--- config.mk ---
export PLATFORM = sky130hd
export DESIGN_NAME = riscv_instr_encoder
export DESIGN_NICKNAME = d
export VERILOG_FILES = /design/src/rtl/riscv_instr_encoder.sv
export SDC_FILE = /design/constraint.sdc
export NUM_CORES = 1
export LEC_CHECK = 0
export ABC_AREA = 1
export CAP_MARGIN = 20
export CELL_PAD_IN_SITES_DETAIL_PLACEMENT = 0
export CELL_PAD_IN_SITES_GLOBAL_PLACEMENT = 1
export CORE_MARGIN = 5
export CORE_UTILIZATION = 33
export CTS_BUF_LIST = sky130_fd_sc_hd__clkbuf_2 sky130_fd_sc_hd__clkbuf_4 sky130_fd_sc_hd__clkbuf_8
export DETAILED_ROUTE_END_ITERATION = 8
export DONT_BUFFER_PORTS = 1
export GPL_TIMING_DRIVEN = 0
export PLACE_DENSITY = 0.7
export SETUP_SLACK_MARGIN = 0.3
export SLEW_MARGIN = 20
export SYNTH_ARGS = -nofsm -noshare
export SYNTH_HDL_FRONTEND = slang
export SYNTH_SLANG_ARGS = --single-unit
--- constraint.sdc ---
create_clock -name clk -period 1.8 [get_ports clk]
set_input_delay 0.27 -clock clk [delete_from_list [all_inputs] [get_ports clk]]
set_output_delay 0.27 -clock clk [all_outputs]
set_load 0.005 [all_outputs]
--- src/rtl/riscv_instr_encoder.sv ---
// RV32I encoder: decomposed fields + format tag in, packed instruction word plus sequential address out.
// Latency 2 cycles at 1 word/cycle; holds up to 2 words under out_ready backpressure, in_ready never looks at in_valid.
module riscv_instr_encoder #(
  parameter int unsigned        ADDR_W    = 32,
  parameter logic [ADDR_W-1:0]  BASE_ADDR = '0,
  parameter int unsigned        ERR_CNT_W = 8
) (
  input  logic                 clk,
  input  logic                 rst,
  input  logic                 in_valid,
  output logic                 in_ready,
  input  logic [2:0]           in_type,
  input  logic [6:0]           in_opcode,
  input  logic [4:0]           in_rd,
  input  logic [4:0]           in_rs1,
  input  logic [4:0]           in_rs2,
  input  logic [2:0]           in_funct3,
  input  logic [6:0]           in_funct7,
  input  logic [31:0]          in_imm,
  input  logic                 addr_clr,
  output logic                 out_valid,
  input  logic                 out_ready,
  output logic [31:0]          out_instr,
  output logic [ADDR_W-1:0]    out_addr,
  output logic                 out_err,
  output logic [ERR_CNT_W-1:0] err_cnt
);

  localparam logic [2:0]  T_R = 3'b000;
  localparam logic [2:0]  T_I = 3'b001;
  localparam logic [2:0]  T_S = 3'b010;
  localparam logic [2:0]  T_B = 3'b011;
  localparam logic [2:0]  T_U = 3'b100;
  localparam logic [2:0]  T_J = 3'b101;
  localparam logic [31:0] NOP = 32'h0000_0013;

  typedef struct packed {
    logic [2:0]  typ;
    logic [6:0]  opcode;
    logic [4:0]  rd;
    logic [4:0]  rs1;
    logic [4:0]  rs2;
    logic [2:0]  funct3;
    logic [6:0]  funct7;
    logic [31:0] imm;
  } fields_t;

  fields_t     s1;
  logic        s1_vld;
  logic        s2_adv;
  logic        s1_ok;
  logic [31:0] s1_word;
  logic [31:0] imm;
  logic        out_hs;

  assign s2_adv   = !out_valid || out_ready;
  assign in_ready = !s1_vld || s2_adv;
  assign out_hs   = out_valid && out_ready;
  assign imm      = s1.imm;

  // Range checks: the bits above the encodable field must all be sign copies.
  always_comb begin
    s1_ok   = 1'b0;
    s1_word = NOP;
    case (s1.typ)
      T_R: begin
        s1_ok   = 1'b1;
        s1_word = {s1.funct7, s1.rs2, s1.rs1, s1.funct3, s1.rd, s1.opcode};
      end
      T_I: begin
        s1_ok   = (&imm[31:11]) || !(|imm[31:11]);
        s1_word = {imm[11:0], s1.rs1, s1.funct3, s1.rd, s1.opcode};
      end
      T_S: begin
        s1_ok   = (&imm[31:11]) || !(|imm[31:11]);
        s1_word = {imm[11:5], s1.rs2, s1.rs1, s1.funct3, imm[4:0], s1.opcode};
      end
      T_B: begin
        s1_ok   = ((&imm[31:12]) || !(|imm[31:12])) && !imm[0];
        s1_word = {imm[12], imm[10:5], s1.rs2, s1.rs1, s1.funct3, imm[4:1], imm[11], s1.opcode};
      end
      T_U: begin
        s1_ok   = !(|imm[11:0]);
        s1_word = {imm[31:12], s1.rd, s1.opcode};
      end
      T_J: begin
        s1_ok   = ((&imm[31:20]) || !(|imm[31:20])) && !imm[0];
        s1_word = {imm[20], imm[10:1], imm[11], imm[19:12], s1.rd, s1.opcode};
      end
      default: begin
        s1_ok   = 1'b0;
        s1_word = NOP;
      end
    endcase
  end

  always_ff @(posedge clk) begin
    if (rst) begin
      s1_vld    <= 1'b0;
      s1        <= '0;
      out_valid <= 1'b0;
      out_instr <= '0;
      out_err   <= 1'b0;
      out_addr  <= BASE_ADDR;
      err_cnt   <= '0;
    end else begin
      if (in_ready) begin
        s1_vld <= in_valid;
        if (in_valid)
          s1 <= {in_type, in_opcode, in_rd, in_rs1, in_rs2, in_funct3, in_funct7, in_imm};
      end
      if (s2_adv) begin
        out_valid <= s1_vld;
        if (s1_vld) begin
          out_instr <= s1_ok ? s1_word : NOP;
          out_err   <= !s1_ok;
        end
      end
      // A word handshaken together with addr_clr keeps its own address; the reload affects the next one.
      if (addr_clr)
        out_addr <= BASE_ADDR;
      else if (out_hs)
        out_addr <= out_addr + ADDR_W'(4);
      if (out_hs && out_err && !(&err_cnt))
        err_cnt <= err_cnt + ERR_CNT_W'(1);
    end
  end

endmodule
* Yosys cells after proc, flatten, opt, wreduce, memory -nomap -nowiden
Cells that the tools add are included.
** Storage, ports and cells
- Memories kept :: 0
- Bits in read-only memories :: 0
- Latch bits :: 0
- Output and inout bits :: 75
- Bits in writable memories :: 0
- Register bits :: 142
- Word-level logic and storage cells :: 56
** Cells by class
- Multiplexer cells :: 3
- Reduce and logical (&&, ||, !) cells :: 32
- $add $sub $neg :: 2
- Order comparisons :: 0
- Bitwise gates (word level) :: 0
- Eq/ne operators :: 5
- Shift operators :: 0
- Divide/modulo/power cells :: 0
- Multiply operators :: 0
** Operators with widths (count)
- $pmux 32 s6 :: 1
- $add 32x3->32 const B :: 1
- $mux 32 :: 1
- $reduce_or 12->1 :: 2
- $reduce_and 21->1 :: 1
- $reduce_or 21->1 :: 1
- $reduce_and 20->1 :: 1
- $reduce_or 20->1 :: 1
- $reduce_and 12->1 :: 1
- $logic_not 1->1 :: 9
- $add 8x1->8 const B :: 1
- $reduce_and 8->1 :: 1
- $eq 3x2->1 const B :: 2
- $eq 3x3->1 const B :: 2
- $logic_and 1x1->1 :: 5
- $logic_or 1x1->1 :: 5
- $pmux 1 s5 :: 1
- $reduce_and 2->1 :: 2
- $reduce_or 2->1 :: 2
- $eq 3x1->1 const B :: 1
- $logic_not 3->1 :: 1

* Logic depth before layout (Yosys ltp)
- Word-level depth :: 6
- Gate-level depth with buffers :: 14

* Worst setup path after synthesis
Ideal clock, no wire load.
- Path type :: flip-flop to flip-flop
- Start :: reg out_addr[2]
- End :: reg out_addr[30]
- Cell stages (with the launch flop) :: 11
- Library setup time :: 80 ps
- Data arrival time :: 1580 ps
- Data required time :: 1720 ps
- Path buffers :: 0
- Slack :: 140 ps
- Path through :: dfxtp_1 -> ha_1 -> nand3_1 -> nor2_4 -> nand2_2 -> nor2_2 -> nand2_1 -> nor2_2 -> nand2_1 -> o21ai_1 -> nor3b_1
** On the way
- Longest elaborated chain between the ends :: 1
** RTL lines
- start, declared :: RTL line 24 : output logic [ADDR_W-1:0] out_addr,
- start signal, assigned :: RTL line 123 : out_addr <= out_addr + ADDR_W'(4);
- $add 32x3->32 :: RTL line 123
No other way between the ends.
A chain may end at the register's enable or synchronous reset.

* Worst setup path in the final report
Same ends and word-level chain as after synthesis.

==> metrics.md <==
| Metric | Value |
|---|---|
| Final wirelength | `21.32 mm` |
| H-tree levels | `4` |
| I/O Buffers | `0` |
| DRT iter0 DRCs | `between 300 and 400` |
| WP data arrival | `2.04 ns` |
| Achievable Freq | `605.5 MHz` |
| Hold endpoint | `s1[46]$_SDFFE_PP0P_` |
| Clk slew on worst S/H paths | `about 0.09 ns` |
| Vias/cell | `4.973` |
| VDD IR max | `a little under 0.5 mV` |
| Nets | `between 1,000 and 1,500` |
| Worst setup path class | `register to register` |
| Max Root-Sink Buffers | `2` |
| Placer Congestion | `0.8937` |
| Hpwl dp | `15.40 mm` |
| Pre-CTS setup slack | `-0.2856 ns` |
| # rows | `50` |
| Main synth FF type | `dfxtp_1` |
| Gr usage total | `0.1939` |
| Peak per-stage delay on the critical path | `0.42 ns` |
| Residual DRC | `0` |
| Avg WL per Cell | `17.19 um` |
| Layout cells sized above 1 | `0.2846` |
| CP startpoint kind | `register` |
| Area leader, netlist | `dfxtp_1` |
| Relative slew slack | `0.5125` |
| Final hold violation count | `1` |
| Seq/Total Area, Yosys | `0.4513` |
| Fin. max-slew vios | `0` |
| Max Cap Viol | `0` |
| Static leakage | `between 3 and 4 nW` |
| Dpl cell area | `6553 um^2` |
| Non-Filler Instances | `1,240` |
| Min-Delay Path Depth | `2` |
| PD cells | `794.1 nW/um^2` |
| GRT overflow | `0` |
| Final setup vio count | `0` |
| CTS tree | `built` |
| Final worst-path cycle share | `0.9176` |
| Layout Skew | `between 0.015 and 0.02 ns` |
| Critical path's slowest cell | `dfxtp_4` |
| Largest net degree at the start of global routing | `17` |
| Die area | `21,660 um^2` |
| Synth top area cells | `dfxtp_1 (45%), nand2_1 (10%), nor2_1 (9.2%)` |
| Antenna-violating nets left | `0` |
| Cells after synthesis | `between 800 and 900` |
| Hold Slack | `-0.01899 ns` |
| Initial Util | `0.3331` |
| Initial antenna violation count | `2` |
| FF-to-FF path depth | `10` |
| Reg2reg end | `out_addr[30]$_SDFFE_PP0P_` |
| Final worst setup slack | `0.1484 ns` |
| Vias in the first global route | `approximately 6,000` |
| Synth warn | `0` |
| Total CTS buffers | `17` |
| Share of flip-flops with an asynchronous set or reset | `0` |
| Die Ht | `147.2 um` |
| Clk_lat worst skew | `0.46 ns` |
| Worst slew pin tran | `between 0.7 and 0.8 ns` |
| Final Critical Period | `1.652 ns` |
| Width of the chip | `between 100 and 150 um` |
| Failing checks | `negative hold slack` |
| Post-synth EDFFs | `0` |
| WP data required | `around 2.2 ns` |
| TritonRoute pass-1 iters | `4` |
| Synth top cells by count | `nand2_1 (173), nor2_1 (153), dfxtp_1 (140)` |
| Inst Count DP | `roughly 1,100` |
| Finished Cell Area | `8551 um^2` |
| Mapped cell area | `6210 um^2` |
| Layout area overhead | `37.70%` |
| Worst reg2reg startpoint | `out_addr[2]$_SDFFE_PP0P_` |
| Yosys cell types | `34` |
| Slack of the worst reg-to-reg path | `0.15 ns` |
| Clock sink count | `140` |
| CP endpoint kind | `register` |
| Min-delay src | `in_rs2[4]` |
| Share of the synthesized area in the top cell type | `0.4513` |
| First-pass GRT wire length | `~33 mm` |
| Count leader, synth | `nand2_1` |
| Min-Delay Path Class | `primary input to register` |
| Yosys reg bits | `140` |
| # IOs | `147` |
| RSZ-0062 raised after global routing | `true` |
| Avg Synthesized Cell Area | `6.977 um^2` |
| Status | `finished, violations left` |
| Root buffer cell | `clkbuf_8` |
| CP cell instances | `ha_4 -> nand3_4 -> nor2_4 -> nand2_4 -> nor2_4 -> nand2_2 -> nor2_4 -> nand2_2 -> o21ai_1 -> nor3b_2` |
| Vias | `roughly 6,200` |
| Core footprint | `18,640 um^2` |
| Crit path max fanout | `7` |
| Most used cell, CP | `nor2_4` |
-- power by group --
group          internal (mW)  switching, mW
Sequential              3.22          0.115
Clock                   1.24           1.26
Combinational          0.381          0.580
Total                   4.84           1.95
-- metal layers --
| layer | vias to the layer above | global-route usage | routed length (um) |
|---|---|---|---|
| met2 | 173 | 0.3115 | 9796 |
| met1 | 2854 | 0.2515 | 9623 |
| met4 | 2 | 0.05778 | 330 |
| met3 | 28 | 0.05953 | 1558 |
| met5 | - | 0 | 7 |
| li1 | 3109 | - | - |
-- critical path, delay by kind of cell (launching register included) --
family / cells / cell delay, ns
and+or+nand+nor: 8 / 0.87
DFF: 1 / 0.42
adders and majority gates: 1 / 0.17
AOI/OAI and AO/OA: 1 / 0.12
-- through the flow --
| stage | power (mW) | util | hold WS, ns | setup TNS, ns |
|---|---|---|---|---|
| finish | 6.790 | 0.4587 | -0.01899 | 0 |
| CTS | 6.742 | 0.4292 | 0.001684 | 0 |
| floorplan | 3.815 | - | 0.4238 | 0 |
| detailed placement | 4.032 | 0.3515 | 0.4367 | -12.60 |
| global placement | 4.028 | 0.3515 | 0.4334 | -14.99 |
| global route | 7.094 | 0.4587 | 0.001155 | 0 |
-- area by class of cell --
| cell class | instances | area (um^2) |
|---|---|---|
| clock inverter | 12 | 125.1 |
| timing repair buffer | 84 | 795.8 |
| tap | 234 | 292.8 |
| multi-input combinational | 631 | 3598 |
| antenna | 1 | 2.502 |
| sequential | 140 | 2903 |
| inverter | 77 | 314.1 |
| buffer | 43 | 271.5 |
| fill | 1905 | 10090 |
| clock buffer | 18 | 247.7 |
-- worst max-delay path by stage --
stage,from,cells past startpoint,endpoint
2_1_floorplan,out_addr[2]$_SDFFE_PP0P_,10,out_addr[26]$_SDFFE_PP0P_
3_3_place_gp,rst,6,s1[40]$_SDFFE_PP0P_
3_5_place_dp,rst,6,s1[40]$_SDFFE_PP0P_
4_1_cts,out_addr[2]$_SDFFE_PP0P_,10,out_addr[30]$_SDFFE_PP0P_
5_1_grt,out_addr[2]$_SDFFE_PP0P_,10,out_addr[30]$_SDFFE_PP0P_
6_report,out_addr[2]$_SDFFE_PP0P_,10,out_addr[30]$_SDFFE_PP0P_
-- registers in the layout, summed over array words and instances, names as in the netlist --
signal     cells
s1            35
imm           32
out_instr     32
out_addr      30
err_cnt        8
out_err        1
out_valid      1
s1_vld         1
-- placed cells by master (no fill, tap or decap), types with 18 or more instances in the layout --
cell type,netlist,layout
nand2_1,173,147
nor2_1,153,141
dfxtp_1,140,94
o21ai_0,95,87
inv_1,73,61
a21oi_1,78,58
dlygate4sd3_1,0,46
buf_4,5,33
dfxtp_2,0,29
nand3_1,54,25
nand3_2,2,22
nand2_2,5,21
a21oi_2,0,19
clkbuf_8,0,18
-- timing repair --
action	4_1_cts	5_1_grt
pin swaps	32	46
gates cloned	3	0
endpoints found under the hold margin	46	0
resized for setup	134	165
endpoints found under the setup margin	127	127
hold buffers	46	0
setup buffers	27	8
-- cells by family after synthesis --
family,share of synthesized area
XOR/XNOR,0.01974
adder cells (fa/ha/maj),0.004029
flip-flops,0.4513
buffers and inverters,0.07636
other,0.0006039
AO/OA/AOI/OAI,0.1562
AND/OR/NAND/NOR,0.2918
No activity file was read; power rests on OpenSTA's default activity.
